### src/rtl/apb_master_bridge_if.sv
// Bundles the command, response and APB signals of the bridge.
// The master modport is the bridge's view; slave is the environment's view.
interface apb_master_bridge_if #(
   parameter int ADDR_W = 32,
   parameter int DATA_W = 32
);
   logic                  cmd_valid;
   logic                  cmd_ready;
   logic                  cmd_write;
   logic [ADDR_W-1:0]     cmd_addr;
   logic [DATA_W-1:0]     cmd_wdata;
   logic [DATA_W/8-1:0]   cmd_strb;
   logic [2:0]            cmd_prot;
   logic                  rsp_valid;
   logic                  rsp_ready;
   logic [DATA_W-1:0]     rsp_rdata;
   logic                  rsp_slverr;
   logic [ADDR_W-1:0]     PADDR;
   logic [2:0]            PPROT;
   logic                  PSEL;
   logic                  PENABLE;
   logic                  PWRITE;
   logic [DATA_W-1:0]     PWDATA;
   logic [DATA_W/8-1:0]   PSTRB;
   logic                  PREADY;
   logic [DATA_W-1:0]     PRDATA;
   logic                  PSLVERR;
   logic                  busy;
   logic                  wait_timeout;

   modport master (
      input  cmd_valid, cmd_write, cmd_addr, cmd_wdata, cmd_strb, cmd_prot,
      input  rsp_ready, PREADY, PRDATA, PSLVERR,
      output cmd_ready, rsp_valid, rsp_rdata, rsp_slverr,
      output PADDR, PPROT, PSEL, PENABLE, PWRITE, PWDATA, PSTRB,
      output busy, wait_timeout
   );

   modport slave (
      output cmd_valid, cmd_write, cmd_addr, cmd_wdata, cmd_strb, cmd_prot,
      output rsp_ready, PREADY, PRDATA, PSLVERR,
      input  cmd_ready, rsp_valid, rsp_rdata, rsp_slverr,
      input  PADDR, PPROT, PSEL, PENABLE, PWRITE, PWDATA, PSTRB,
      input  busy, wait_timeout
   );
endinterface

### src/rtl/apb_master_bridge.sv
// APB5 requester: turns a valid/ready command stream into SETUP/ACCESS
// transfers and returns completions through a 2-entry response FIFO.
//
// state  | meaning
// IDLE   | no transfer, PSEL=0, address/data outputs hold last values
// SETUP  | PSEL=1 PENABLE=0, lasts exactly one cycle
// ACCESS | PSEL=1 PENABLE=1, waits for PREADY, may chain into SETUP
module apb_master_bridge #(
   parameter int ADDR_W     = 32,
   parameter int DATA_W     = 32,
   parameter int WAIT_LIMIT = 16
) (
   input logic                 PCLK,
   input logic                 PRESET,
   apb_master_bridge_if.master bus
);
   localparam int STRB_W = DATA_W / 8;
   localparam int WCNT_W = $clog2(WAIT_LIMIT + 1);

   typedef enum logic [1:0] {IDLE, SETUP, ACCESS} state_t;

   state_t              state, state_nxt;
   logic                push, pop, accept, cmd_ready;
   logic [2:0]          occ_nxt;
   logic [1:0]          cnt;
   logic                wr_ptr, rd_ptr;
   logic [DATA_W-1:0]   fifo_rdata [2];
   logic                fifo_slverr [2];
   logic [WCNT_W-1:0]   wait_cnt;
   logic                timeout_q;
   logic [ADDR_W-1:0]   paddr_q;
   logic [2:0]          pprot_q;
   logic                pwrite_q;
   logic [DATA_W-1:0]   pwdata_q;
   logic [STRB_W-1:0]   pstrb_q;

   always_ff @(posedge PCLK) begin
      if (PRESET) state <= IDLE;
      else        state <= state_nxt;
   end

   // Issue is only allowed when the FIFO is guaranteed room for the new
   // transfer's completion, so PREADY never has to be back-pressured.
   always_comb begin
      push      = (state == ACCESS) && bus.PREADY;
      pop       = (cnt != 2'd0) && bus.rsp_ready;
      occ_nxt   = {1'b0, cnt} + {2'b00, push} - {2'b00, pop};
      cmd_ready = !PRESET && ((state == IDLE) || push) && (occ_nxt <= 3'd1);
      accept    = bus.cmd_valid && cmd_ready;
      state_nxt = state;
      case (state)
         IDLE:    if (accept) state_nxt = SETUP;
         SETUP:   state_nxt = ACCESS;
         ACCESS:  if (bus.PREADY) state_nxt = accept ? SETUP : IDLE;
         default: state_nxt = IDLE;
      endcase
   end

   always_ff @(posedge PCLK) begin
      if (PRESET) begin
         paddr_q  <= '0;
         pprot_q  <= '0;
         pwrite_q <= 1'b0;
         pwdata_q <= '0;
         pstrb_q  <= '0;
      end else if (accept) begin
         paddr_q  <= bus.cmd_addr;
         pprot_q  <= bus.cmd_prot;
         pwrite_q <= bus.cmd_write;
         if (bus.cmd_write) begin
            pwdata_q <= bus.cmd_wdata;
            pstrb_q  <= bus.cmd_strb;
         end else begin
            pstrb_q  <= '0;
         end
      end
   end

   always_ff @(posedge PCLK) begin
      if (PRESET) begin
         cnt            <= 2'd0;
         wr_ptr         <= 1'b0;
         rd_ptr         <= 1'b0;
         fifo_rdata[0]  <= '0;
         fifo_rdata[1]  <= '0;
         fifo_slverr[0] <= 1'b0;
         fifo_slverr[1] <= 1'b0;
      end else begin
         if (push) begin
            fifo_rdata[wr_ptr]  <= pwrite_q ? '0 : bus.PRDATA;
            fifo_slverr[wr_ptr] <= bus.PSLVERR;
            wr_ptr              <= ~wr_ptr;
         end
         if (pop) rd_ptr <= ~rd_ptr;
         cnt <= occ_nxt[1:0];
      end
   end

   // The transfer is never aborted; the counter only records the stall.
   always_ff @(posedge PCLK) begin
      if (PRESET) begin
         wait_cnt  <= '0;
         timeout_q <= 1'b0;
      end else if (state == SETUP) begin
         wait_cnt  <= '0;
      end else if ((state == ACCESS) && !bus.PREADY &&
                   (wait_cnt != WCNT_W'(WAIT_LIMIT))) begin
         wait_cnt <= wait_cnt + 1'b1;
         if (wait_cnt == WCNT_W'(WAIT_LIMIT - 1)) timeout_q <= 1'b1;
      end
   end

   assign bus.cmd_ready    = cmd_ready;
   assign bus.rsp_valid    = (cnt != 2'd0);
   assign bus.rsp_rdata    = fifo_rdata[rd_ptr];
   assign bus.rsp_slverr   = fifo_slverr[rd_ptr];
   assign bus.PADDR        = paddr_q;
   assign bus.PPROT        = pprot_q;
   assign bus.PSEL         = (state != IDLE);
   assign bus.PENABLE      = (state == ACCESS);
   assign bus.PWRITE       = pwrite_q;
   assign bus.PWDATA       = pwdata_q;
   assign bus.PSTRB        = pstrb_q;
   assign bus.busy         = (state != IDLE);
   assign bus.wait_timeout = timeout_q;
endmodule
### src/flat_wrapper.sv
// flat-port wrapper written by rule: the top's interface ports become plain ports
module apb_master_bridge_flat 
#(
   parameter int ADDR_W     = 32,
   parameter int DATA_W     = 32,
   parameter int WAIT_LIMIT = 16
)
  (PCLK, PRESET, bus_cmd_valid, bus_cmd_write, bus_cmd_addr, bus_cmd_wdata, bus_cmd_strb, bus_cmd_prot, bus_rsp_ready, bus_PREADY, bus_PRDATA, bus_PSLVERR, bus_cmd_ready, bus_rsp_valid, bus_rsp_rdata, bus_rsp_slverr, bus_PADDR, bus_PPROT, bus_PSEL, bus_PENABLE, bus_PWRITE, bus_PWDATA, bus_PSTRB, bus_busy, bus_wait_timeout);
  apb_master_bridge_if #(.ADDR_W(ADDR_W), .DATA_W(DATA_W)) bus_i ();
  input logic PCLK;
  input logic PRESET;
  input wire logic [$bits(bus_i.cmd_valid)-1:0] bus_cmd_valid;
  input wire logic [$bits(bus_i.cmd_write)-1:0] bus_cmd_write;
  input wire logic [$bits(bus_i.cmd_addr)-1:0] bus_cmd_addr;
  input wire logic [$bits(bus_i.cmd_wdata)-1:0] bus_cmd_wdata;
  input wire logic [$bits(bus_i.cmd_strb)-1:0] bus_cmd_strb;
  input wire logic [$bits(bus_i.cmd_prot)-1:0] bus_cmd_prot;
  input wire logic [$bits(bus_i.rsp_ready)-1:0] bus_rsp_ready;
  input wire logic [$bits(bus_i.PREADY)-1:0] bus_PREADY;
  input wire logic [$bits(bus_i.PRDATA)-1:0] bus_PRDATA;
  input wire logic [$bits(bus_i.PSLVERR)-1:0] bus_PSLVERR;
  output wire logic [$bits(bus_i.cmd_ready)-1:0] bus_cmd_ready;
  output wire logic [$bits(bus_i.rsp_valid)-1:0] bus_rsp_valid;
  output wire logic [$bits(bus_i.rsp_rdata)-1:0] bus_rsp_rdata;
  output wire logic [$bits(bus_i.rsp_slverr)-1:0] bus_rsp_slverr;
  output wire logic [$bits(bus_i.PADDR)-1:0] bus_PADDR;
  output wire logic [$bits(bus_i.PPROT)-1:0] bus_PPROT;
  output wire logic [$bits(bus_i.PSEL)-1:0] bus_PSEL;
  output wire logic [$bits(bus_i.PENABLE)-1:0] bus_PENABLE;
  output wire logic [$bits(bus_i.PWRITE)-1:0] bus_PWRITE;
  output wire logic [$bits(bus_i.PWDATA)-1:0] bus_PWDATA;
  output wire logic [$bits(bus_i.PSTRB)-1:0] bus_PSTRB;
  output wire logic [$bits(bus_i.busy)-1:0] bus_busy;
  output wire logic [$bits(bus_i.wait_timeout)-1:0] bus_wait_timeout;
  assign bus_i.cmd_valid = bus_cmd_valid;
  assign bus_i.cmd_write = bus_cmd_write;
  assign bus_i.cmd_addr = bus_cmd_addr;
  assign bus_i.cmd_wdata = bus_cmd_wdata;
  assign bus_i.cmd_strb = bus_cmd_strb;
  assign bus_i.cmd_prot = bus_cmd_prot;
  assign bus_i.rsp_ready = bus_rsp_ready;
  assign bus_i.PREADY = bus_PREADY;
  assign bus_i.PRDATA = bus_PRDATA;
  assign bus_i.PSLVERR = bus_PSLVERR;
  assign bus_cmd_ready = bus_i.cmd_ready;
  assign bus_rsp_valid = bus_i.rsp_valid;
  assign bus_rsp_rdata = bus_i.rsp_rdata;
  assign bus_rsp_slverr = bus_i.rsp_slverr;
  assign bus_PADDR = bus_i.PADDR;
  assign bus_PPROT = bus_i.PPROT;
  assign bus_PSEL = bus_i.PSEL;
  assign bus_PENABLE = bus_i.PENABLE;
  assign bus_PWRITE = bus_i.PWRITE;
  assign bus_PWDATA = bus_i.PWDATA;
  assign bus_PSTRB = bus_i.PSTRB;
  assign bus_busy = bus_i.busy;
  assign bus_wait_timeout = bus_i.wait_timeout;
  apb_master_bridge #(.ADDR_W(ADDR_W), .DATA_W(DATA_W), .WAIT_LIMIT(WAIT_LIMIT)) u_core (.PCLK(PCLK), .PRESET(PRESET), .bus(bus_i));
endmodule
### config.mk
export PLATFORM = sky130hd
export DESIGN_NAME = apb_master_bridge_flat
export DESIGN_NICKNAME = d
export VERILOG_FILES = /design/src/rtl/apb_master_bridge_if.sv /design/src/rtl/apb_master_bridge.sv /design/src/flat_wrapper.sv
export SDC_FILE = /design/constraint.sdc
export NUM_CORES = 1
export LEC_CHECK = 0
export BUFFER_PORTS_ARGS = -buffer_cell sky130_fd_sc_hd__buf_2
export CAP_MARGIN = 20
export CORE_MARGIN = 4
export CORE_UTILIZATION = 53
export DETAILED_ROUTE_END_ITERATION = 10
export GPL_ROUTABILITY_DRIVEN = 0
export PLACE_DENSITY = 0.95
export SYNTH_ARGS = -nofsm -noshare
export SYNTH_HDL_FRONTEND = slang
export SYNTH_SLANG_ARGS = --single-unit
### constraint.sdc
create_clock -name PCLK -period 4.4 [get_ports PCLK]
set_clock_uncertainty 0.05 [all_clocks]
set_input_delay 0 -clock PCLK [delete_from_list [all_inputs] [get_ports PCLK]]
set_output_delay 0 -clock PCLK [all_outputs]
set_load 0.05 [all_outputs]
* Yosys cells after proc, flatten, opt, wreduce, memory -nomap -nowiden
Memories as Yosys holds them, arrays and structs flattened. A register that Yosys moved wholly into a read port is not among the register bits.
Index checks and enable logic that the tools add are counted.
** Word-level totals
- Bits in registers :: 84
- Latch bits :: 0
- Memory bits (writable) :: 66
- ROM bits :: 0
- Input port bits :: 110
- Output and inout bits :: 111
- Logic and storage cells :: 66
- Memories :: 2
** Memory list
- u_core.fifo_rdata :: depth 2, bits a word 32, read ports 1, clocked after Yosys merged registers in 1, wr ports 2, line apb_master_bridge.sv:27 : logic [DATA_W-1:0] fifo_rdata [2];
- u_core.fifo_slverr :: depth 2, bits a word 1, read ports 1, clocked after Yosys merged registers in 1, wr ports 2, line apb_master_bridge.sv:28 : logic fifo_slverr [2];
** Operators by class
- Add/subtract/negate cells :: 3
- Multiply operators :: 0
- Divide/modulo/power cells :: 0
- Order comparisons :: 1
- Equality and inequality tests :: 6
- Shifts and indexed selects :: 0
- Muxes and demuxes :: 21
- Bitwise gates (word level) :: 3
- Reduce and logical (&&, ||, !) cells :: 19
** Operator list (count)
- two-way mux 32 bit :: 2
- OR reduction 32 bit :: 1
- two-way mux 1 bit :: 15
- logical AND 1 bit :: 7
- case mux 2 bit (3 select lines) :: 1
- adder 5 x 1 -> 5 bit (second input constant) :: 1
- equality test 5 x 4 -> 1 bit (second input constant) :: 1
- inequality test 5 bit (second input constant) :: 1
- two-way mux 2 bit :: 2
- two-way mux 4 bit :: 1
- AND reduction 2 bit :: 2
- nonzero test 2 bit :: 2
- adder 2 x 1 -> 3 bit :: 1
- less-or-equal comparator 3 x 1 -> 1 bit (second input constant) :: 1
- inverter 1 bit :: 3
- AND reduction 3 bit :: 1
- subtractor 3 x 1 -> 3 bit :: 1
- equality test 2 x 1 -> 1 bit (second input constant) :: 1
- equality test 2 bit (second input constant) :: 1
- zero test 1 bit :: 2
- zero test 2 bit :: 1
- inequality test 2 x 1 -> 1 bit (second input constant) :: 1
- inequality test 2 bit (second input constant) :: 1
- OR reduction 2 bit :: 1
- other kinds (2) :: 2

* Depth between registers and ports, before layout
Gate-level depths: netlist of the first run.
- Depth after elaboration :: 10
- Gate-level depth with buffers :: 13
- Gate-level depth less buffers :: 11

* Worst setup path after synthesis of the first run
Ideal clock, no wire load.
- Kind :: register to output
- Start :: reg u_core.cnt[1]
- End :: out bus_cmd_ready
- Data arrival time :: 3.225 ns
- Required time :: 4.350 ns
- Slack :: 1.125 ns
- Cell stages (with the launch flop) :: 9
- Buffers on the path :: 0
- Cell sequence :: dfxtp_1 > or2_2 > and2_1 > ha_1 > inv_1 > ha_1 > fa_1 > nor3_1 > nor3b_1
** Between the ends
- Cells in the longest elaborated chain, start to end :: 5
- Elaborated cells on any way between the ends :: 6
- Those cells by class :: 2 x add/sub; 1 x order compare; 3 x reduce/logical
** RTL lines
- from (decl) :: line apb_master_bridge.sv:25 : logic [1:0] cnt;
- from (signal assigned) :: line apb_master_bridge.sv:95 : cnt <= occ_nxt[1:0];
- nonzero test 2 bit
- named net bus_rsp_valid :: line flat_wrapper.sv:23 : output wire logic [$bits(bus_i.rsp_valid)-1:0] bus_rsp_valid;
- logical AND 1 bit :: line apb_master_bridge.sv:46 : pop = (cnt != 2'd0) && bus.rsp_ready;
- named net u_core.pop :: line apb_master_bridge.sv:23 : logic push, pop, accept, cmd_ready;
- subtractor 3 x 1 -> 3 bit :: line apb_master_bridge.sv:47 : occ_nxt = {1'b0, cnt} + {2'b00, push} - {2'b00, pop};
- named net u_core.occ_nxt[1] :: line apb_master_bridge.sv:24 : logic [2:0] occ_nxt;
- less-or-equal comparator 3 x 1 -> 1 bit :: line apb_master_bridge.sv:48 : cmd_ready = !PRESET && ((state == IDLE) || push) && (occ_nxt <= 3'd1);
- logical AND 1 bit :: line apb_master_bridge.sv:48
- to (decl) :: line flat_wrapper.sv:22 : output wire logic [$bits(bus_i.cmd_ready)-1:0] bus_cmd_ready;
The timed path passes the listed nets, and every way through them passes these cells.

* Worst setup path in the final report of the first run
- Start :: reg u_core.cnt[1]
- End :: reg u_core.pwdata_q[9] (netlist: u_core.bus.PWDATA[9])
** Between the ends
- Cells in the longest elaborated chain, start to end :: 7
- Elaborated cells on any way between the ends :: 8
- Those cells by class :: 2 x add/sub; 1 x order compare; 5 x reduce/logical
** RTL lines
- nonzero test 2 bit :: line apb_master_bridge.sv:46
- logical AND 1 bit :: line apb_master_bridge.sv:46
- named net u_core.pop :: line apb_master_bridge.sv:23
- subtractor 3 x 1 -> 3 bit :: line apb_master_bridge.sv:47
- named net u_core.occ_nxt[1] :: line apb_master_bridge.sv:24
- less-or-equal comparator 3 x 1 -> 1 bit :: line apb_master_bridge.sv:48
- logical AND 1 bit :: line apb_master_bridge.sv:48
- logical AND 1 bit :: line apb_master_bridge.sv:49 : accept = bus.cmd_valid && cmd_ready;
- AND reduction 2 bit (no source line)
- to (signal assigned) :: line apb_master_bridge.sv:71 : pwdata_q <= bus.cmd_wdata;
- to (decl) :: line apb_master_bridge.sv:34 : logic [DATA_W-1:0] pwdata_q;
The timed path passes the listed nets, and every way through them passes these cells.
A chain may end at the register's enable or synchronous reset.

==> tab_implementation.tex, run 1 <==
\begin{tabular}{lr}
\hline
Metric & Value \\
\hline
\multicolumn{2}{l}{\textbf{Outcome}} \\
\quad Run status & completed \\
\multicolumn{2}{l}{\textbf{Critical path}} \\
\quad Type of element capturing the critical path & flip-flop \\
\quad Beginning of the critical path & u\_core.cnt[1] \\
\quad Reg-to-reg critical path startpoint & u\_core.cnt[1] \\
\quad Worst Setup Path Type & reg2reg \\
\quad CP startpoint kind & flip-flop \\
\quad Arrival time at the worst endpoint & 3980 ps \\
\quad Required time worst endpoint & 4670 ps \\
\quad Maximum fanout along the worst path & 73 \\
\multicolumn{2}{l}{\textbf{Floorplan}} \\
\quad Count of standard-cell rows & 39 \\
\quad Die area & around 0.013 mm\^{}2 \\
\quad Ports placed on the boundary & about 220 \\
\quad Height of the die & 116 um \\
\quad Horizontal die dimension & around 120 um \\
\quad Initial cell density of the core & 54.0\% \\
\quad Area of the core & 0.0114 mm\^{}2 \\
\multicolumn{2}{l}{\textbf{Drt}} \\
\quad Count of unresolved DRC violations after routing & 0 \\
\quad DRT iter0 DRCs & roughly 630 \\
\quad Mean number of vias per cell & about 5.5 \\
\quad Total iterations of the first detailed-routing run & 5 \\
\quad Detailed-route wire length & between 15000 and 20000 um \\
\quad Antenna Nets Post-Route & 0 \\
\quad Routed length per placed instance & approximately 18 um \\
\quad Vias after detailed routing & $\sim$5900 \\
\multicolumn{2}{l}{\textbf{Logic synthesis}} \\
\quad Distinct cell type count after synthesis & 33 \\
\quad Most used flip-flop cell after synthesis & sky130\_fd\_sc\_hd\_\_dfxtp\_1 \\
\quad Number of synthesized flops with an enable pin & 66 \\
\quad Cells after synthesis & between 600 and 700 \\
\quad Sequential fraction of the synthesis area & $\sim$60\% \\
\quad Total nets after synthesis & between 700 and 800 \\
\quad Syn Area/Cell & 10.2 um\^{}2 \\
\quad Number of synthesized register bits & 151 \\
\quad Ys async rst share & 0\% \\
\quad Area of the mapped netlist & between 0.006 and 0.007 mm\^{}2 \\
\quad Total number of yosys warnings & 0 \\
\multicolumn{2}{l}{\textbf{STA}} \\
\quad Endpoints failing hold & 0 \\
\quad Final setup violation count & 0 \\
\quad Highest clock rate & 0.269 GHz \\
\quad Setup repair after global routing missed its margin & no \\
\quad Minimum setup slack in the final design & 689 ps \\
\quad Sum Neg Setup Slack & 0 ps \\
\quad Fin crit period & about 3700 ps \\
\quad Final Cycle Share & 84.3\% \\
\quad Worst Tran Pin Value & just over 1000 ps \\
\quad Slew Limit Headroom & between 30 and 40\% \\
\quad Final number of max-transition violations & 0 \\
\multicolumn{2}{l}{\textbf{GRT}} \\
\quad Number of antenna violations at the first check in global routing & 0 \\
\quad Maximum number of pins on one net before global-route repair & 85 \\
\quad Number of global-route vias before repair & approximately 6000 \\
\quad Wire length of the first global-routing pass & 30300 um \\
\quad Combined global-route utilization of all metal layers & between 20\% and 30\% \\
\quad GRT overflow & 0 \\
\multicolumn{2}{l}{\textbf{CTS}} \\
\quad H-tree levels & 4 \\
\quad TritonCTS Buffers & 17 \\
\quad Number of clock sinks & between 150 and 200 \\
\quad Later-pin clock latency in the skew report & 410 ps \\
\quad Library cell used as clock root buffer & sky130\_fd\_sc\_hd\_\_clkbuf\_16 \\
\quad Clock tree buffer depth & 2 \\
\quad CTS tree & yes \\
\quad Number of buffers added for setup after CTS & 0 \\
\quad Clk slew on worst S/H paths & 60 ps \\
\multicolumn{2}{l}{\textbf{Finish}} \\
\quad Layout Area Growth over Synthesis & 44.2\% \\
\quad NumNets Final & 1025 \\
\quad Final cell area excluding filler cells & 0.00889 mm\^{}2 \\
\quad Ratio of cells with drive above 1 in the final layout & 32.0\% \\
\quad Final standard cell utilization of the core & 77.9\% \\
\multicolumn{2}{l}{\textbf{Place}} \\
\quad PortBufs & between 200 and 250 \\
\quad HPWL reported at the end of detailed placement & between 10000 and 15000 um \\
\quad Total placed instance area & roughly 0.0073 mm\^{}2 \\
\quad Pre-CTS setup slack & around 840 ps \\
\multicolumn{2}{l}{\textbf{Power and ir drop}} \\
\quad Peak supply drop & between 0.2 and 0.3 mV \\
\quad Power Density & 499 mW/mm\^{}2 \\
\quad Leak Pwr & approximately 3.8 nW \\
\multicolumn{2}{l}{\textbf{Min path}} \\
\quad Class of the tightest hold or removal check & in2reg \\
\quad Min-Delay Startpoint & bus\_cmd\_write \\
\multicolumn{2}{l}{\textbf{Job}} \\
\quad Max Cap Violations & 0 \\
\hline
\end{tabular}
## cell type report
| cell class | count | area (um^2) |
|---|---|---|
| antenna | 2 | 5.00 |
| clock buffer | 24 | 507 |
| clock inverter | 8 | 60.1 |
| fill | 661 | 2530 |
| inverter | 10 | 42.5 |
| multi-input combinational | 397 | 2210 |
| sequential | 151 | 3680 |
| tap | 143 | 179 |
| timing repair buffer | 332 | 2210 |
## critical path, cell delays in order, from the launching register on
cell	delay, ps
sky130_fd_sc_hd__dfxtp_1	320
sky130_fd_sc_hd__or2_2	310
sky130_fd_sc_hd__and2_1	190
sky130_fd_sc_hd__ha_1	280
sky130_fd_sc_hd__inv_1	40
sky130_fd_sc_hd__ha_1	180
sky130_fd_sc_hd__fa_1	440
sky130_fd_sc_hd__nor3_1	310
sky130_fd_sc_hd__nand4bb_4	450
sky130_fd_sc_hd__clkinv_4	570
sky130_fd_sc_hd__nand3_1	210
sky130_fd_sc_hd__a21oi_1	260
## metal layers
| layer | global-route usage, % | share of wire [%] |
|---|---|---|
| met1 | 33.3 | 36 |
| met2 | 49.4 | 50 |
| met3 | 8.67 | 10 |
| met4 | 14.7 | 4.2 |
| met5 | 0 | 0 |
## registers in the layout, indices dropped and copies added (netlist names), 3 cells and up, named ones only
register           cells
u_core.bus.PSTRB       4
u_core.fifo_rdata     64
u_core.wait_cnt        5
u_core.bus.PWDATA     32
u_core.bus.PPROT       3
u_core.bus.PADDR      32
## per-stage QoR
stage | hold slack [ps] | total power [mW] | cells
floorplan | 86.0 | 2.73 | 604
global placement | 190 | 2.96 | 927
detailed placement | 197 | 2.98 | 927
CTS | 117 | 4.42 | 1065
global route | 185 | 4.61 | 1065
finish | 157 | 4.44 | 1067
## path summary, 6_finish.rpt
path	endpoint	slack, ps	cells after the start
setup reg to reg	u_core.bus.PWDATA[9]	690	11
hold / removal	u_core.bus.PWDATA[15]	160	3
setup / recovery	u_core.bus.PWDATA[9]	690	11
hold reg to reg	u_core.bus.PADDR[30]	400	2
## logic make-up after synthesis
group / share of synthesized area (%)
buf+inv: 4.93
xor+xnor: 0.852
mux: 6.02
flops: 59.7
fa+ha+maj: 1.34
simple gates: 18.1
compound gates: 9.03
## what timing repair did
action                                 CTS  global route
setup endpoints to repair                0             0
hold buffers                           106             0
endpoints found under the hold margin  142             0
resized for setup                        0             0
## cell usage after synthesis, types with 2 or more instances
master,number,area (um^2)
sky130_fd_sc_hd__buf_4,9,67.6
sky130_fd_sc_hd__inv_1,9,33.8
sky130_fd_sc_hd__buf_6,6,67.6
sky130_fd_sc_hd__nor2_1,74,278
sky130_fd_sc_hd__buf_2,8,40.0
sky130_fd_sc_hd__xnor2_1,3,26.3
sky130_fd_sc_hd__mux2_2,33,372
sky130_fd_sc_hd__a21oi_1,75,375
sky130_fd_sc_hd__nand3_1,37,185
sky130_fd_sc_hd__nor3b_1,2,15.0
sky130_fd_sc_hd__clkbuf_1,22,82.6
sky130_fd_sc_hd__nand2_1,77,289
sky130_fd_sc_hd__nand2b_1,36,225
sky130_fd_sc_hd__or2_2,2,12.5
sky130_fd_sc_hd__xor2_1,3,26.3
sky130_fd_sc_hd__nor2b_1,4,25.0
sky130_fd_sc_hd__and2_1,2,12.5
sky130_fd_sc_hd__nand4bb_1,2,22.5
sky130_fd_sc_hd__dfxtp_1,85,1700
sky130_fd_sc_hd__ha_1,5,62.6
sky130_fd_sc_hd__edfxtp_1,66,1980
sky130_fd_sc_hd__o21ai_0,33,165
## power by group
group / switching, mW / leakage [nW] / internal, mW / total (mW)
clock network: 0.559 / 0.270 / 0.812 / 1.37
logic: 0.994 / 2.20 / 0.402 / 1.40
registers: 0.0774 / 1.37 / 1.59 / 1.67
## placed cells by master (no fill, tap or decap), types with 2 or more instances in the layout
cell                            synthesis  routed
sky130_fd_sc_hd__clkinv_4               1       2
sky130_fd_sc_hd__nand3_1               37      37
sky130_fd_sc_hd__edfxtp_1              66      66
sky130_fd_sc_hd__mux2_2                33      33
sky130_fd_sc_hd__a21oi_1               75      75
sky130_fd_sc_hd__clkbuf_16              0      19
sky130_fd_sc_hd__clkbuf_2               0       2
sky130_fd_sc_hd__ha_1                   5       5
sky130_fd_sc_hd__nand2b_1              36      36
sky130_fd_sc_hd__or2_2                  2       2
sky130_fd_sc_hd__buf_4                  9       6
sky130_fd_sc_hd__clkinvlp_4             0       4
sky130_fd_sc_hd__nand2_1               77      77
sky130_fd_sc_hd__inv_1                  9       9
sky130_fd_sc_hd__clkbuf_1              22       2
sky130_fd_sc_hd__o21ai_0               33      33
sky130_fd_sc_hd__buf_2                  8     220
sky130_fd_sc_hd__xor2_1                 3       3
sky130_fd_sc_hd__diode_2                0       2
sky130_fd_sc_hd__xnor2_1                3       3
sky130_fd_sc_hd__dfxtp_1               85      85
sky130_fd_sc_hd__nor3b_1                2       2
sky130_fd_sc_hd__and2_1                 2       2
sky130_fd_sc_hd__nor2_1                74      74
sky130_fd_sc_hd__inv_4                  0       2
sky130_fd_sc_hd__dlygate4sd3_1          0     106
sky130_fd_sc_hd__nor2b_1                4       4
(Power assumes the default switching activity.)
==> run 2, diff against run 1 <==
CORE_UTILIZATION = 45   (was 53)
PLACE_DENSITY = 0.87   (was 0.95)
clock period = 3.2 ns   (was 4.4 ns; I/O delays follow)
==> run 2 against run 1 <==
Cell count is 3.7% higher. Design area rose by 1.2%. Via count decreased by 0.27%. Critical path depth did not move. Sequential power grew 38%. Hold slack got worse by 50 ps. Highest routed layer unchanged.
==> tab_implementation.tex, run 2 (synthesized netlist as in run 1, its figures left out) <==
\begin{tabular}{lr}
\hline
Metric & Value \\
\hline
\multicolumn{2}{l}{\textbf{Place}} \\
\quad PortBufs & 220 (unchanged) \\
\quad Total placed instance area & 0.00738 mm\^{}2 (was 0.00726 mm\^{}2) \\
\quad HPWL reported at the end of detailed placement & 10600 um (was 10300 um) \\
\multicolumn{2}{l}{\textbf{Floorplan}} \\
\quad Initial cell density of the core & 46.2\% (was 54.0\%) \\
\quad Height of the die & 125 um (was 116 um) \\
\quad Count of standard-cell rows & 42 (was 39) \\
\quad Area of the core & 0.0133 mm\^{}2 (was 0.0114 mm\^{}2) \\
\quad Horizontal die dimension & 125 um (was 116 um) \\
\quad Ports placed on the boundary & 221 (unchanged) \\
\quad Die area & 0.0156 mm\^{}2 (was 0.0134 mm\^{}2) \\
\multicolumn{2}{l}{\textbf{Power and ir drop}} \\
\quad Internal power of the cells & 3.79 mW (was 2.81 mW) \\
\quad Sw power & 2.30 mW (was 1.63 mW) \\
\quad Power Density & 677 mW/mm\^{}2 (was 499 mW/mm\^{}2) \\
\quad Leak Pwr & 3.87 nW (was 3.84 nW) \\
\quad Part of the total power dissipated in combinational logic & 32.7\% (was 31.4\%) \\
\quad Peak supply drop & 0.506 mV (was 0.286 mV) \\
\quad Share of power burned in registers & 37.6\% (was 37.7\%) \\
\quad Clk pwr share & 29.6\% (was 30.9\%) \\
\quad Fraction of power spent switching nets & 37.8\% (was 36.7\%) \\
\multicolumn{2}{l}{\textbf{Critical path}} \\
\quad Library cell contributing the largest single delay on the critical path & sky130\_fd\_sc\_hd\_\_fa\_1 (was sky130\_fd\_sc\_hd\_\_clkinv\_4) \\
\quad Slack of the worst reg-to-reg path & 140 ps (was 690 ps) \\
\quad Reg-to-reg critical path startpoint & u\_core.cnt[1] (unchanged) \\
\quad Critical path endpoint & u\_core.bus.PWDATA[21] (was u\_core.bus.PWDATA[9]) \\
\quad Arrival time at the worst endpoint & 3270 ps (was 3980 ps) \\
\quad Destination of the worst register-to-register timing path & u\_core.bus.PWDATA[21] (was u\_core.bus.PWDATA[9]) \\
\quad Cell repeated most along the worst path & sky130\_fd\_sc\_hd\_\_ha\_1 (unchanged) \\
\quad Critical path cell sequence & or2\_2 > and2\_1 > ha\_1 > inv\_1 > ha\_1 > fa\_1 > nor3\_2 > nand4bb\_4 > buf\_4 > o21ai\_0 > a21oi\_1 (was or2\_2 > and2\_1 > ha\_1 > inv\_1 > ha\_1 > fa\_1 > nor3\_1 > nand4bb\_4 > clkinv\_4 > nand3\_1 > a21oi\_1) \\
\quad Beginning of the critical path & u\_core.cnt[1] (unchanged) \\
\quad Worst Setup Path Type & reg2reg (unchanged) \\
\quad CP startpoint kind & flip-flop (unchanged) \\
\quad Type of element capturing the critical path & flip-flop (unchanged) \\
\quad Worst reg2reg path depth & 11 (unchanged) \\
\quad Maximum fanout along the worst path & 22 (was 73) \\
\quad Required time worst endpoint & 3420 ps (was 4670 ps) \\
\quad Worst stage delay on the critical path & 470 ps (was 570 ps) \\
\multicolumn{2}{l}{\textbf{CTS}} \\
\quad Number of buffers added for setup after CTS & 0 (unchanged) \\
\quad Number of clock sinks & 151 (unchanged) \\
\quad Clock tree buffer depth & 2 (unchanged) \\
\quad TritonCTS Buffers & 17 (unchanged) \\
\quad Clk slew on worst S/H paths & 60 ps (about the same) \\
\quad Library cell used as clock root buffer & sky130\_fd\_sc\_hd\_\_clkbuf\_16 (unchanged) \\
\quad Later-pin clock latency in the skew report & 420 ps (was 410 ps) \\
\quad CTS tree & yes (unchanged) \\
\quad H-tree levels & 4 (unchanged) \\
\multicolumn{2}{l}{\textbf{GRT}} \\
\quad Number of global-route vias before repair & 5929 (was 6040) \\
\quad Number of antenna violations at the first check in global routing & 0 (unchanged) \\
\quad GRT overflow & 0 (unchanged) \\
\quad Maximum number of pins on one net before global-route repair & 78 (was 85) \\
\quad Combined global-route utilization of all metal layers & 24.4\% (was 29.1\%) \\
\quad Wire length of the first global-routing pass & 30500 um (was 30300 um) \\
\multicolumn{2}{l}{\textbf{Finish}} \\
\quad Number of flip-flops in the largest register & 64 (unchanged) \\
\quad NumNets Final & 1034 (was 1025) \\
\quad Most common cell after layout, fill and taps aside & sky130\_fd\_sc\_hd\_\_buf\_2 (unchanged) \\
\quad Register bank with the most flops & u\_core.fifo\_rdata (unchanged) \\
\quad Layout Area Growth over Synthesis & 45.9\% (was 44.2\%) \\
\quad Ratio of cells with drive above 1 in the final layout & 32.5\% (was 32.0\%) \\
\quad Final cell area excluding filler cells & 0.00900 mm\^{}2 (was 0.00889 mm\^{}2) \\
\quad Final standard cell utilization of the core & 67.4\% (was 77.9\%) \\
\quad Leading cell types in the layout, fill and taps excluded & sky130\_fd\_sc\_hd\_\_buf\_2, sky130\_fd\_sc\_hd\_\_dlygate4sd3\_1, sky130\_fd\_sc\_hd\_\_dfxtp\_1, sky130\_fd\_sc\_hd\_\_nand2\_1, sky130\_fd\_sc\_hd\_\_a21oi\_1 (unchanged) \\
\quad Antenna diode instance count & 0 (was 2) \\
\multicolumn{2}{l}{\textbf{Drt}} \\
\quad Routed length per placed instance & 17.5 um (was 18.4 um) \\
\quad Vias after detailed routing & 5844 (was 5860) \\
\quad Detailed-route wire length & 19300 um (was 19700 um) \\
\quad Count of unresolved DRC violations after routing & 0 (unchanged) \\
\quad Antenna Nets Post-Route & 0 (unchanged) \\
\quad Mean number of vias per cell & 5.28 (was 5.49) \\
\quad DRT iter0 DRCs & 420 (was 625) \\
\quad Total iterations of the first detailed-routing run & 6 (was 5) \\
\multicolumn{2}{l}{\textbf{Min path}} \\
\quad Class of the tightest hold or removal check & in2reg (unchanged) \\
\multicolumn{2}{l}{\textbf{STA}} \\
\quad Endpoints failing hold & 0 (unchanged) \\
\quad Final Cycle Share & 95.5\% (was 84.3\%) \\
\quad Final number of max-transition violations & 0 (unchanged) \\
\quad Worst Tran Pin Value & 1020 ps (about the same) \\
\quad Final setup violation count & 0 (unchanged) \\
\quad Slew Limit Headroom & 31.9\% (was 32.2\%) \\
\quad Highest clock rate & 0.327 GHz (was 0.269 GHz) \\
\quad Fin crit period & 3060 ps (was 3710 ps) \\
\multicolumn{2}{l}{\textbf{Job}} \\
\quad Max Cap Violations & 0 (unchanged) \\
\multicolumn{2}{l}{\textbf{Outcome}} \\
\quad Run status & completed (unchanged) \\
\hline
\end{tabular}
-- run 2: cell count changes in the layout (fill, tap and decap cells not counted), sizes merged, moves of 2 or more --
cell,change
buf,+7
diode,-2
clkinv,+3
dlygate4sd3,+2
clkinvlp,+2
clkbuf,-6
-- run 2: layer usage --
| metal | global-route usage, % | up-vias | part of all wire (%) |
|---|---|---|---|
| li1 | - | 2675 | - |
| met1 | 29.4 | 2680 | 38 |
| met2 | 40.7 | 413 | 49 |
| met3 | 6.57 | 76 | 9.6 |
| met4 | 11.4 | 0 | 3.8 |
| met5 | 0 | - | 0 |
-- run 2: timing repair --
item | CTS | global route
hold buffers | 108 | 0
endpoints found under the hold margin | 143 | 0
resized for setup | 0 | 1
endpoints found under the setup margin | 0 | 33
-- run 2: area by class of cell --
type	count	area, um^2
Sequential cell	151	3680
Multi-Input combinational cell	397	2220
Inverter	10	42.5
Fill cell	898	4350
Tap cell	176	220
Clock inverter	14	103
Clock buffer	18	429
Timing Repair Buffer	341	2300
-- run 2: worst max-delay path: cells and delay by family, from the launching register on --
| family | cells | cell delay (ps) |
|---|---|---|
| fa+ha+maj | 3 | 930 |
| compound gates | 2 | 420 |
| simple gates | 4 | 880 |
| flops | 1 | 330 |
| buf+inv | 2 | 290 |
-- run 2: worst min path at each step --
stage / start / to / slack, ps / cells past startpoint
2_1_floorplan: bus_cmd_addr[0] / u_core.bus.PADDR[0] / 90 / 2
3_3_place_gp: bus_cmd_addr[18] / u_core.bus.PADDR[18] / 190 / 3
3_5_place_dp: bus_cmd_addr[16] / u_core.bus.PADDR[16] / 200 / 3
4_1_cts: bus_cmd_write / u_core.bus.PWDATA[20] / 70 / 4
5_1_grt: bus_cmd_write / u_core.bus.PWDATA[29] / 110 / 4
6_report: bus_cmd_write / u_core.bus.PWDATA[29] / 110 / 4
-- run 2: metrics by stage --
| stage | setup TNS (ps) | hold slack (ps) | power (mW) | std cells | setup WS [ps] |
|---|---|---|---|---|---|
| 6_report | 0 | 108 | 6.10 | 1107 | 143 |
| 2_1_floorplan | 0 | 86.0 | 3.75 | 604 | 351 |
| 3_5_place_dp | 0 | 195 | 4.16 | 967 | 158 |
| 5_1_grt | -3.51 | 106 | 6.34 | 1107 | -3.51 |
| 3_3_place_gp | 0 | 191 | 4.14 | 967 | 258 |
| 4_1_cts | 0 | 66.5 | 6.06 | 1107 | 104 |
-- run 2: power by group through the flow --
stage	clock network, mW	logic, mW	registers (mW)
final	1.81	2.00	2.30
after global routing	1.92	2.11	2.31
after CTS	1.82	1.95	2.29
after detailed placement	0	1.84	2.33
after global placement	0	1.82	2.32
after floorplan	0	1.09	2.66
==> run 3, diff against run 2 <==
CORE_MARGIN = not set   (was 4)
==> run 3 against run 2 <==
Register-to-register slack about the same. Via count down 3.3%. Fmax down 0.29%. Critical endpoint is now u_core.bus.PWDATA[10]. Highest routed layer unchanged.
==> tab_implementation.tex, run 3 (synthesized netlist as in run 1, its figures left out) <==
\begin{tabular}{lr}
\hline
Metric & Value \\
\hline
\multicolumn{2}{l}{\textbf{STA}} \\
\quad Final setup violation count & 0 (unchanged) \\
\quad Worst Tran Pin Value & 1020 ps (about the same) \\
\quad Sum Neg Setup Slack & 0 ps (unchanged) \\
\quad Fin crit period & 3070 ps (was 3060 ps) \\
\quad Slew Limit Headroom & 31.8\% (was 31.9\%) \\
\quad Setup repair after global routing missed its margin & yes \\
\quad Endpoints failing hold & 0 (unchanged) \\
\quad Final Cycle Share & 95.8\% (was 95.5\%) \\
\quad Highest clock rate & 0.326 GHz (was 0.327 GHz) \\
\quad Minimum setup slack in the final design & 134 ps (was 143 ps) \\
\quad Final number of max-transition violations & 0 (unchanged) \\
\multicolumn{2}{l}{\textbf{Min path}} \\
\quad Class of the tightest hold or removal check & in2reg (unchanged) \\
\quad Min-Delay Startpoint & bus\_cmd\_write (unchanged) \\
\multicolumn{2}{l}{\textbf{CTS}} \\
\quad Library cell used as clock root buffer & sky130\_fd\_sc\_hd\_\_clkbuf\_16 (unchanged) \\
\quad Number of clock sinks & 151 (unchanged) \\
\quad Number of buffers added for setup after CTS & 0 (unchanged) \\
\quad Clock tree buffer depth & 2 (unchanged) \\
\quad H-tree levels & 4 (unchanged) \\
\quad CTS tree & yes (unchanged) \\
\quad TritonCTS Buffers & 17 (unchanged) \\
\quad Clk slew on worst S/H paths & 60 ps (about the same) \\
\quad Later-pin clock latency in the skew report & 420 ps (about the same) \\
\multicolumn{2}{l}{\textbf{Floorplan}} \\
\quad Height of the die & 119 um (was 125 um) \\
\quad Horizontal die dimension & 119 um (was 125 um) \\
\quad Initial cell density of the core & 46.4\% (was 46.2\%) \\
\quad Ports placed on the boundary & 221 (unchanged) \\
\quad Area of the core & 0.0133 mm\^{}2 (about the same) \\
\quad Count of standard-cell rows & 42 (unchanged) \\
\quad Die area & 0.0142 mm\^{}2 (was 0.0156 mm\^{}2) \\
\multicolumn{2}{l}{\textbf{Finish}} \\
\quad Final standard cell utilization of the core & 68.3\% (was 67.4\%) \\
\quad Register Area & 0.00368 mm\^{}2 (unchanged) \\
\quad Leading cell types in the layout, fill and taps excluded & sky130\_fd\_sc\_hd\_\_buf\_2, sky130\_fd\_sc\_hd\_\_dlygate4sd3\_1, sky130\_fd\_sc\_hd\_\_dfxtp\_1, sky130\_fd\_sc\_hd\_\_nand2\_1, sky130\_fd\_sc\_hd\_\_a21oi\_1 (unchanged) \\
\quad Most common cell after layout, fill and taps aside & sky130\_fd\_sc\_hd\_\_buf\_2 (unchanged) \\
\quad Antenna diode instance count & 0 (unchanged) \\
\quad NumNets Final & 1033 (was 1034) \\
\quad Area of the multi-input gates & 0.00222 mm\^{}2 (about the same) \\
\quad Number of filler cells placed in the layout & 873 (was 898) \\
\quad Number of flip-flops in the largest register & 64 (unchanged) \\
\quad Final cell area excluding filler cells & 0.00908 mm\^{}2 (was 0.00900 mm\^{}2) \\
\quad Layout Area Growth over Synthesis & 47.2\% (was 45.9\%) \\
\quad Register bank with the most flops & u\_core.fifo\_rdata (unchanged) \\
\quad Ratio of cells with drive above 1 in the final layout & 32.7\% (was 32.5\%) \\
\multicolumn{2}{l}{\textbf{GRT}} \\
\quad Number of antenna violations at the first check in global routing & 0 (unchanged) \\
\quad Combined global-route utilization of all metal layers & 26.3\% (was 24.4\%) \\
\quad Maximum number of pins on one net before global-route repair & 78 (unchanged) \\
\quad Number of global-route vias before repair & 5946 (was 5929) \\
\quad GRT overflow & 0 (unchanged) \\
\quad Wire length of the first global-routing pass & 29000 um (was 30500 um) \\
\multicolumn{2}{l}{\textbf{Critical path}} \\
\quad Reg-to-reg critical path startpoint & u\_core.cnt[1] (unchanged) \\
\quad CP startpoint kind & flip-flop (unchanged) \\
\quad Cell repeated most along the worst path & sky130\_fd\_sc\_hd\_\_ha\_1 (unchanged) \\
\quad Worst Setup Path Type & reg2reg (unchanged) \\
\quad Required time worst endpoint & 3480 ps (was 3420 ps) \\
\quad Maximum fanout along the worst path & 24 (was 22) \\
\quad Library cell contributing the largest single delay on the critical path & sky130\_fd\_sc\_hd\_\_fa\_1 (unchanged) \\
\quad Arrival time at the worst endpoint & 3340 ps (was 3270 ps) \\
\quad Beginning of the critical path & u\_core.cnt[1] (unchanged) \\
\quad Type of element capturing the critical path & flip-flop (unchanged) \\
\quad Worst stage delay on the critical path & 500 ps (was 470 ps) \\
\quad Critical path cell sequence & or2\_2 > and2\_1 > ha\_1 > inv\_1 > ha\_1 > fa\_1 > nor3\_4 > nand4bb\_4 > clkinv\_4 > buf\_12 > nand3\_1 > a21oi\_1 (was or2\_2 > and2\_1 > ha\_1 > inv\_1 > ha\_1 > fa\_1 > nor3\_2 > nand4bb\_4 > buf\_4 > o21ai\_0 > a21oi\_1) \\
\multicolumn{2}{l}{\textbf{Drt}} \\
\quad Antenna Nets Post-Route & 0 (unchanged) \\
\quad Vias after detailed routing & 5653 (was 5844) \\
\quad DRT iter0 DRCs & 346 (was 420) \\
\quad Mean number of vias per cell & 5.11 (was 5.28) \\
\quad Detailed-route wire length & 18100 um (was 19300 um) \\
\quad Count of unresolved DRC violations after routing & 0 (unchanged) \\
\quad Met1 layer wirelength in the final routing & 6960 um (was 7350 um) \\
\quad Total iterations of the first detailed-routing run & 4 (was 6) \\
\quad Routed wl met2 & 9070 um (was 9390 um) \\
\quad Routed length on met3 & 1490 um (was 1860 um) \\
\quad Routed length per placed instance & 16.3 um (was 17.5 um) \\
\quad Uppermost routed layer & met4 (unchanged) \\
\multicolumn{2}{l}{\textbf{Outcome}} \\
\quad Run status & completed (unchanged) \\
\multicolumn{2}{l}{\textbf{Place}} \\
\quad PortBufs & 220 (unchanged) \\
\quad Total placed instance area & 0.00738 mm\^{}2 (about the same) \\
\quad Pre-CTS setup slack & 148 ps (was 158 ps) \\
\quad HPWL reported at the end of detailed placement & 9970 um (was 10600 um) \\
\multicolumn{2}{l}{\textbf{Power and ir drop}} \\
\quad Power Density & 689 mW/mm\^{}2 (was 677 mW/mm\^{}2) \\
\quad Leak Pwr & 3.92 nW (was 3.87 nW) \\
\quad Peak supply drop & 0.405 mV (was 0.506 mV) \\
\multicolumn{2}{l}{\textbf{Job}} \\
\quad Max Cap Violations & 0 (unchanged) \\
\hline
\end{tabular}
run 3: cell count changes in the layout (fill, tap and decap cells not counted), moves of 2 or more:
cell / change
sky130_fd_sc_hd__buf_4: -4
sky130_fd_sc_hd__inv_4: +2
sky130_fd_sc_hd__clkbuf_8: +4
sky130_fd_sc_hd__clkinvlp_2: -2
sky130_fd_sc_hd__clkinvlp_4: -2
sky130_fd_sc_hd__clkinv_4: -2
sky130_fd_sc_hd__clkinv_1: -2
run 3: worst paths after layout:
check,endpoint,slack [ps],cells after the start
setup / recovery,u_core.bus.PWDATA[10],130,12
hold / removal,u_core.bus.PWRITE,110,3
setup reg to reg,u_core.bus.PWDATA[10],130,12
hold reg to reg,u_core.bus.PADDR[17],400,2
run 3: final cells by class:
cell class	count	area share, %
clock buffer	23	5.39
clock inverter	9	0.978
inverter	10	0.468
multi-input combinational	397	24.5
sequential	151	40.6
tap	176	2.42
timing repair buffer	340	25.7
run 3: what timing repair did:
action	CTS	global route
gates resized for setup	0	3
hold buffers	108	0
hold endpoints to repair	143	0
setup endpoints to repair	0	70
run 3: through the flow:
stage	total power [mW]	hold slack [ps]	cells
3_3_place_gp	4.14	191	965
2_1_floorplan	3.75	86.0	604
3_5_place_dp	4.17	198	965
5_1_grt	6.50	132	1106
4_1_cts	6.22	71.0	1105
6_report	6.25	109	1106
run 3: per-layer routing:
| metal | track usage (%) | vias to the layer above |
|---|---|---|
| met3 | 7.57 | 43 |
| li1 | - | 2679 |
| met5 | 0 | - |
| met4 | 12.4 | 0 |
| met1 | 29.2 | 2644 |
| met2 | 46.2 | 287 |
run 3: worst max-delay path: cells and delay by family, from the launching register on:
kind / cells / cell delay [ps]
AO/OA/AOI/OAI: 1 / 220
adder cells (fa/ha/maj): 3 / 960
buffers and inverters: 3 / 410
flip-flops: 1 / 320
AND/OR/NAND/NOR: 5 / 990
run 3: power breakdown:
part	switching [mW]	total (mW)	internal [mW]
registers	0.0934	2.29	2.19
clock network	0.782	1.94	1.16
logic	1.39	2.02	0.634
